==> src/rtl/video_timing.sv <==
// rtl/video_timing.sv - VGA raster counters, sync alignment and pixel output stage
// Optional colour-bar generator enabled by defining VIDEO_TEST_PATTERN_EN.
module video_timing #(
  parameter int          HWIDTH     = 12,
  parameter int          VWIDTH     = 12,
  parameter int          DATA_WIDTH = 13,
  parameter int          HSIZE      = 640,
  parameter int          HFP        = 16,
  parameter int          HSYNC      = 96,
  parameter int          HBP        = 48,
  parameter int          VSIZE      = 480,
  parameter int          VFP        = 10,
  parameter int          VSYNC      = 2,
  parameter int          VBP        = 33,
  parameter int          LATENCY    = 1,
  parameter logic [11:0] BG_COLOR   = 12'h000,
  parameter bit          SYNC_POL   = 1'b0
) (
  input  logic                  clk,
  input  logic                  rst,
`ifdef VIDEO_TEST_PATTERN_EN
  input  logic                  test_en,
`endif
  output logic [HWIDTH-1:0]     hdata,
  output logic [VWIDTH-1:0]     vdata,
  output logic                  frame,
  input  logic [DATA_WIDTH-1:0] pixel,
  output logic                  vga_hsync,
  output logic                  vga_vsync,
  output logic [3:0]            vga_r,
  output logic [3:0]            vga_g,
  output logic [3:0]            vga_b
);

  localparam int HTOTAL = HSIZE + HFP + HSYNC + HBP;
  localparam int VTOTAL = VSIZE + VFP + VSYNC + VBP;

  localparam logic [HWIDTH-1:0] H_LAST     = HWIDTH'(HTOTAL - 1);
  localparam logic [HWIDTH-1:0] H_ACT      = HWIDTH'(HSIZE);
  localparam logic [HWIDTH-1:0] HS_START   = HWIDTH'(HSIZE + HFP);
  localparam logic [HWIDTH-1:0] HS_END     = HWIDTH'(HSIZE + HFP + HSYNC);
  localparam logic [VWIDTH-1:0] V_LAST     = VWIDTH'(VTOTAL - 1);
  localparam logic [VWIDTH-1:0] V_ACT      = VWIDTH'(VSIZE);
  localparam logic [VWIDTH-1:0] VS_START   = VWIDTH'(VSIZE + VFP);
  localparam logic [VWIDTH-1:0] VS_END     = VWIDTH'(VSIZE + VFP + VSYNC);

  logic [HWIDTH-1:0] hcount;
  logic [VWIDTH-1:0] vcount;
  logic              active_raw;
  logic              hs_raw;
  logic              vs_raw;
  logic              act_d [LATENCY];
  logic              hs_d  [LATENCY];
  logic              vs_d  [LATENCY];
  logic [11:0]       color;

  // A single wrap of hcount at the last line also wraps vcount, giving (0,0).
  always_ff @(posedge clk) begin
    if (rst) begin
      hcount <= '0;
      vcount <= '0;
    end else if (hcount == H_LAST) begin
      hcount <= '0;
      vcount <= (vcount == V_LAST) ? '0 : vcount + VWIDTH'(1);
    end else begin
      hcount <= hcount + HWIDTH'(1);
    end
  end

  assign hdata      = hcount;
  assign vdata      = vcount;
  assign active_raw = (hcount < H_ACT) && (vcount < V_ACT);
  assign hs_raw     = (hcount >= HS_START) && (hcount < HS_END);
  assign vs_raw     = (vcount >= VS_START) && (vcount < VS_END);

  // Flags ride alongside the layer pipeline so they meet the matching pixel.
  always_ff @(posedge clk) begin
    if (rst) begin
      for (int i = 0; i < LATENCY; i++) begin
        act_d[i] <= 1'b0;
        hs_d[i]  <= 1'b0;
        vs_d[i]  <= 1'b0;
      end
    end else begin
      act_d[0] <= active_raw;
      hs_d[0]  <= hs_raw;
      vs_d[0]  <= vs_raw;
      for (int i = 1; i < LATENCY; i++) begin
        act_d[i] <= act_d[i-1];
        hs_d[i]  <= hs_d[i-1];
        vs_d[i]  <= vs_d[i-1];
      end
    end
  end

`ifdef VIDEO_TEST_PATTERN_EN
  localparam logic [HWIDTH-1:0] BAR_W = HWIDTH'(HSIZE / 8);

  logic [HWIDTH-1:0] hpos_d [LATENCY];
  logic [2:0]        bar;

  always_ff @(posedge clk) begin
    if (rst) begin
      for (int i = 0; i < LATENCY; i++) hpos_d[i] <= '0;
    end else begin
      hpos_d[0] <= hcount;
      for (int i = 1; i < LATENCY; i++) hpos_d[i] <= hpos_d[i-1];
    end
  end

  assign bar = 3'(hpos_d[LATENCY-1] / BAR_W);
`endif

  always_comb begin
    color = 12'h000;
    if (act_d[LATENCY-1]) begin
      color = pixel[12] ? pixel[11:0] : BG_COLOR;
`ifdef VIDEO_TEST_PATTERN_EN
      if (test_en) color = {{4{bar[2]}}, {4{bar[1]}}, {4{bar[0]}}};
`endif
    end
  end

  always_ff @(posedge clk) begin
    if (rst) begin
      {vga_r, vga_g, vga_b} <= 12'h000;
      vga_hsync             <= ~SYNC_POL;
      vga_vsync             <= ~SYNC_POL;
      frame                 <= 1'b0;
    end else begin
      {vga_r, vga_g, vga_b} <= color;
      vga_hsync             <= hs_d[LATENCY-1] ? SYNC_POL : ~SYNC_POL;
      vga_vsync             <= vs_d[LATENCY-1] ? SYNC_POL : ~SYNC_POL;
      frame                 <= (hcount == '0) && (vcount == V_ACT);
    end
  end

endmodule

==> config.mk <==
export PLATFORM = sky130hd
export DESIGN_NAME = video_timing
export DESIGN_NICKNAME = d
export VERILOG_FILES = /design/src/rtl/video_timing.sv
export SDC_FILE = /design/constraint.sdc
export NUM_CORES = 1
export LEC_CHECK = 0
export CAP_MARGIN = 20
export CORE_UTILIZATION = 43
export CTS_BUF_LIST = sky130_fd_sc_hd__clkbuf_8
export CTS_CLUSTER_SIZE = 20
export DETAILED_ROUTE_END_ITERATION = 10
export PLACE_DENSITY = 0.73
export RECOVER_POWER = 100
export SETUP_SLACK_MARGIN = 0.2
export SKIP_CTS_REPAIR_TIMING = 1
export SLEW_MARGIN = 20
export SYNTH_ARGS = -nofsm -noshare
export SYNTH_HDL_FRONTEND = slang
export SYNTH_SLANG_ARGS = --single-unit
==> constraint.sdc <==
create_clock -name clk -period 1.7 [get_ports clk]
set_input_delay 0.34 -clock clk [delete_from_list [all_inputs] [get_ports clk]]
set_output_delay 0.34 -clock clk [all_outputs]
set_load 0.01 [all_outputs]
==> results of run 1 <==
-- cell families after synthesis --
family | Yosys count
adder cells (fa/ha/maj) | 4
flip-flops | 42
buffers and inverters | 18
XOR/XNOR | 10
AO/OA/AOI/OAI | 28
AND/OR/NAND/NOR | 95
-- worst max-delay path by stage --
| stage | start | endpoint | slack, ns |
|---|---|---|---|
| 4_1_cts | hdata[0] | vdata[6] | -0.06 |
| 2_1_floorplan | hdata[5] | vdata[6] | 0.14 |
| 3_5_place_dp | rst | frame | -0.32 |
| 5_1_grt | vdata[6] | vdata[6] | -0.06 |
| 6_report | vdata[6] | vdata[6] | -0.03 |
| 3_3_place_gp | rst | frame | -0.31 |
-- cell usage after synthesis (3+ instances only) --
| cell type | instances |
|---|---|
| nand2b_1 | 3 |
| a21oi_1 | 6 |
| and3_1 | 3 |
| nor2_1 | 16 |
| ha_1 | 4 |
| or3_1 | 3 |
| inv_1 | 9 |
| nand4_1 | 5 |
| nor3_1 | 6 |
| and4_1 | 3 |
| nand3_1 | 10 |
| xnor2_1 | 7 |
| o21ai_0 | 6 |
| dfxtp_1 | 42 |
| clkbuf_1 | 6 |
| xor2_1 | 3 |
| o31ai_1 | 5 |
| nand2_1 | 16 |
| and2_1 | 17 |
-- state kept, by name, summed over array words and instances (netlist names) --
| signal | flops |
|---|---|
| hdata | 12 |
| vs_d | 1 |
| vga_hsync | 1 |
| hs_d | 1 |
| act_d | 1 |
| vdata | 12 |
| vga_b | 4 |
| vga_r | 4 |
| vga_g | 4 |
| vga_vsync | 1 |
| frame | 1 |
-- report_power, final --
group          switching, W  internal [W]
Sequential        0.0000188       0.00101
Clock              0.000351      0.000432
Combinational     0.0000981      0.000125
-- area by class of cell --
cell class                 instances  area share [%]
timing repair buffer              90            29.4
inverter                           9            1.14
sequential                        42            29.2
clock inverter                     3            1.35
clock buffer                       5            2.33
tap                               50            2.12
multi-input combinational        137            34.4
-- through the flow --
step	hold WS, ns	utilization, %	setup WS [ns]	power (W)	cells
after CTS	0.367	68.5	-0.0559	0.00203	332
final	0.367	73.9	-0.0315	0.00203	336
after floorplan	0.343	-	0.141	0.00113	197
after global placement	0.347	65.7	-0.310	0.00125	324
after global routing	0.376	73.9	-0.0640	0.00210	336
after detailed placement	0.347	65.7	-0.316	0.00126	324
-- layout by cell type, fill, tap and decap left out, drive strengths merged, types with 4 or more instances in the layout --
| cell type | n |
|---|---|
| a21oi | 6 |
| nor2 | 16 |
| buf | 35 |
| inv | 9 |
| nand2 | 16 |
| nand4 | 6 |
| nor3 | 6 |
| o21ai | 6 |
| and2 | 17 |
| dlymetal6s2s | 17 |
| dfxtp | 42 |
| o31ai | 5 |
| clkbuf | 7 |
| ha | 4 |
| clkdlybuf4s50 | 16 |
| nand3 | 10 |
| clkdlybuf4s25 | 20 |
| xnor2 | 7 |
-- per-layer routing --
metal | wire [µm] | GRT usage [%] | vias to the layer above
li1 | - | - | 869
met1 | 2280 | 28.7 | 817
met2 | 2500 | 34.2 | 57
met3 | 249 | 5.31 | 10
met4 | 106 | 9.57 | 0
met5 | 0 | 0 | -
==> flow_metrics.tcl, run 1 <==
set metrics [dict create \
    status "complete, but fails checks" \
    violations "setup timing" \
    ys_top_cells_by_area "dfxtp_1, and2_1, xnor2_1, nand2_1, nor2_1" \
    placed_area_um2 2630 \
    synthXorXnorAreaFrac_pct 4.88 \
    gp_congestion 0.777 \
    critPathKind "register to output pin" \
    power_density_nw_per_um2 686 \
    synth_edf_count 0 \
    synth_top_area_share_pct 46.9 \
    cp-start-kind "register" \
    grt_usage_pct 22.0 \
    synth_compound_area_share_pct 10.4 \
    hold_end "vga_hsync" \
    ys_seq_area_share_pct 46.9 \
    synth_seq_cells 42 \
    grt_pass1_vias 1516 \
    ant_nets 0 \
    via_count 1753 \
    nFillCells 303 \
    grt_max_degree 16 \
    drive_gt1_share_pct 29.4 \
    synthSimpleGateAreaFrac_pct 30.6 \
    crit_family "buffers and inverters" \
    synth.yosys.warnings 0 \
    multiInputGateArea_um2 1020 \
    syn_nets 216 \
    nets 304 \
    cp_max_fo 7 \
    cts.sinks 42 \
    htreeDepth 2 \
    avgSynthCellArea_um2 9.10 \
    peakVddDrop_v 0.000411 \
    initial_core_util_pct 44.8 \
    row_count 23 \
    cts.path.max_buffers 2 \
    overflow 0 \
    dr.pass1.iters 4 \
    period_share_pct 102 \
    worstHoldPathType "register to register" \
    hold_start "hs_d[0]" \
    die_h_um 66.6 \
    path_depth 1 \
    cp_slowest_cell "clkdlybuf4s50_1" \
    crit_buf_inv 1 \
    cpPeakStageDelay_ns 0.62 \
    ios 54 \
    antenna_found_initial 0 \
    clock.fmax_ghz 0.578 \
    ys_types 38 \
    stdcell_area_um2 2960 \
    grt_pass1_wl_um 7280 \
    setup_slack_ns -0.0315 \
    muxShareOfSynthArea_pct 0 \
    endpoint_kind "output pin" \
    drc_errors 0 \
    io_buffers 53 \
    synth-async-reset-ratio_pct 0 \
    slew_violations 0 \
    postSynthCellCount 197 \
    finalClockSkew_ns 0.0139 \
    rr_worst_depth 6 \
    core-area_um2 4000 \
    reg2reg_slack_ns -0.01 \
    clockRootBuffer "clkbuf_8" \
    path_cells "clkdlybuf4s50_1" \
    relSlewSlack_pct 64.0 \
    insertion_delay_ns 0.31 \
    wl_um 5130 \
    reg2reg_from "vdata[0]" \
    synth_top_area_cell "dfxtp_1" \
    worst_ep_required_time_ns 1.36 \
    holdPathStages 1 \
    synth-main-ff-cell "dfxtp_1" \
    syn_area_um2 1790 \
    numCtsBuffers 5 \
    hpwl_um 3260 \
    clkTransAtPathRegs_ns 0.08 \
    n_antenna_cell 0 \
    drv_cap 0 \
    hold_viol_final 0 \
    synth_fa_ha_area_share_pct 2.79 \
    synth_top_family_by_area "simple AND/OR/NAND/NOR gates" \
    timing.final.crit_period_ns 1.73 \
    first_iter_violations 44 \
    ff_latch_area_um2 865 \
    worst_ep_arrival_time_ns 1.39 \
    r2r-end "vdata[6]" \
    areaGrowthSynthToFinish_pct 65.0 \
    die_x_um 66.6 \
    tritoncts "done" \
    post_drt_wl_per_cell_um 15.3 \
    final.setup.tns_ns -0.0380 \
    p_leak_nw 1.35 \
    dieArea_um2 4430 \
    max_slew.worst_pin.slew_ns 0.536 \
    rsz0062_at_grt "yes" \
    vias_per_cell 5.22 \
    setup_viol 2 \
]
Power figures use the tool's default switching activity.
==> run 2: changes to the inputs <==
--- a/config.mk
+++ b/config.mk
@@ -10,6 +10,7 @@
 export CTS_BUF_LIST = sky130_fd_sc_hd__clkbuf_8
 export CTS_CLUSTER_SIZE = 20
 export DETAILED_ROUTE_END_ITERATION = 10
+export GPL_TIMING_DRIVEN = 0
 export PLACE_DENSITY = 0.73
 export RECOVER_POWER = 100
 export SETUP_SLACK_MARGIN = 0.2
==> run 2 against run 1 <==
Effect of this change:
- the flow still finishes with violations (setup timing)
- final area down 4.8%
- sequential share of layout area up 2.3 points
- wire length down 11%
- flip-flop and latch count unchanged
==> flow_metrics.tcl, run 2 (synthesized netlist as in run 1, its figures left out) <==
set metrics [dict create \
    max_slew.worst_pin.slew_ns 0.573 \
    io_buffers 53 \
    dr.pass1.iters 4 \
    row_count 23 \
    dpl_worst_slack_ns -0.493 \
    cp_max_fo 8 \
    path_cells "buf_6 -> nor4_4 -> nand4_4 -> or4b_1 -> a21oi_1" \
    status "complete, but fails checks" \
    worst_ep_arrival_time_ns 1.99 \
    timing.final.crit_period_ns 1.76 \
    clock.fmax_ghz 0.568 \
    die_h_um 66.6 \
    n_antenna_cell 0 \
    total_power_w 0.00189 \
    cts.sinks 42 \
    p_leak_nw 1.56 \
    final_common_cell "dlymetal6s2s_1" \
    finalClockSkew_ns 0.00550 \
    slew_violations 0 \
    hpwl_um 2870 \
    endpoint_kind "register" \
    htreeDepth 2 \
    worstHoldPathType "register to register" \
    post-route-util_pct 70.4 \
    drc_errors 0 \
    setup_slack_ns -0.0610 \
    numCtsBuffers 5 \
    wl_um 4570 \
    ff_latch_area_um2 888 \
    nFillCells 324 \
    ios 54 \
    reg2reg_slack_ns -0.06 \
    gp_congestion 0.781 \
    post_drt_wl_per_cell_um 14.5 \
    initial_core_util_pct 44.8 \
    ant_nets 0 \
    die_x_um 66.6 \
    dieArea_um2 4430 \
    overflow 0 \
    hold_viol_final 0 \
    grt_pass1_vias 1477 \
    grt_usage_pct 20.2 \
    via_count 1679 \
    critPathKind "register to register" \
    cp-start-kind "register" \
    areaGrowthSynthToFinish_pct 57.1 \
    crit_family "simple AND/OR/NAND/NOR gates" \
    final.setup.tns_ns -0.0786 \
    grt_max_degree 14 \
    insertion_delay_ns 0.30 \
    first_iter_violations 50 \
    worst_ep_required_time_ns 1.92 \
    layout_common_cells "dlymetal6s2s_1, dfxtp_1, and2_1" \
    core-area_um2 4000 \
    drive_gt1_share_pct 23.9 \
    rsz0062_at_grt "yes" \
    nets 282 \
    antenna_found_initial 0 \
    power_density_nw_per_um2 670 \
    clockRootBuffer "clkbuf_8" \
    grt_pass1_wl_um 6700 \
    violations "setup timing" \
    crit_buf_inv 1 \
    drv_cap 0 \
    cpPeakStageDelay_ns 0.50 \
    cts.path.max_buffers 2 \
    peakVddDrop_v 0.000403 \
    vias_per_cell 5.35 \
    cp_slowest_cell "or4b_1" \
    tritoncts "done" \
    clkTransAtPathRegs_ns 0.08 \
    setup_viol 3 \
    period_share_pct 104 \
    multiInputGateArea_um2 1000 \
    relSlewSlack_pct 61.8 \
]
[run 2: final cells by class]
type / count / share of cell area, %
buffer: 9 / 2.13
timing repair buffer: 59 / 23.9
inverter: 9 / 1.20
tap: 50 / 2.22
clock buffer: 6 / 2.93
clock inverter: 2 / 0.444
multi-input combinational: 137 / 35.6
sequential: 42 / 31.5
[run 2: through the flow]
| stage | hold slack [ns] | std cells | cell area, µm² |
|---|---|---|---|
| finish | 0.370 | 314 | 2820 |
| global route | 0.385 | 314 | 2820 |
| CTS | 0.373 | 308 | 2520 |
| detailed placement | 0.354 | 300 | 2420 |
| global placement | 0.347 | 300 | 2420 |
| floorplan | 0.343 | 197 | 1830 |
[run 2: metal layers]
metal	vias up	track usage, %	routed length (µm)
met3	9	5.82	332
li1	829	-	-
met4	0	12.2	100
met1	779	25.6	2110
met5	-	0	0
met2	62	29.8	2020
[run 2: final timing paths]
path              startpoint   endpoint  depth (start not counted)
setup / recovery    hdata[5]   vdata[6]                          5
hold / removal       vs_d[0]  vga_vsync                          1
setup reg to reg    hdata[5]   vdata[6]                          5
hold reg to reg      vs_d[0]  vga_vsync                          1
[run 2: worst register-to-register path, delay by kind of cell (launching register included)]
kind                   cells  cell delay (ns)
flip-flops                 1             0.33
AO/OA/AOI/OAI              1             0.14
buffers and inverters      1             0.13
AND/OR/NAND/NOR            3             1.08
[run 2: report_power, final]
group	total (W)	internal, W	leakage (nW)	switching (W)
combinational	0.000193	0.000102	1.16	0.0000912
sequential	0.00101	0.000995	0.353	0.0000190
clock	0.000680	0.000327	0.0472	0.000354
total	0.00189	0.00142	1.56	0.000464
==> run 3: changes to the inputs <==
--- a/config.mk
+++ b/config.mk
@@ -8,11 +8,9 @@
 export CAP_MARGIN = 20
 export CORE_UTILIZATION = 43
 export CTS_BUF_LIST = sky130_fd_sc_hd__clkbuf_8
-export CTS_CLUSTER_SIZE = 20
 export DETAILED_ROUTE_END_ITERATION = 10
 export GPL_TIMING_DRIVEN = 0
 export PLACE_DENSITY = 0.73
-export RECOVER_POWER = 100
 export SETUP_SLACK_MARGIN = 0.2
 export SKIP_CTS_REPAIR_TIMING = 1
 export SLEW_MARGIN = 20
==> results of run 3 <==
Final layout, timing and power as in run 2 (identical DEF).
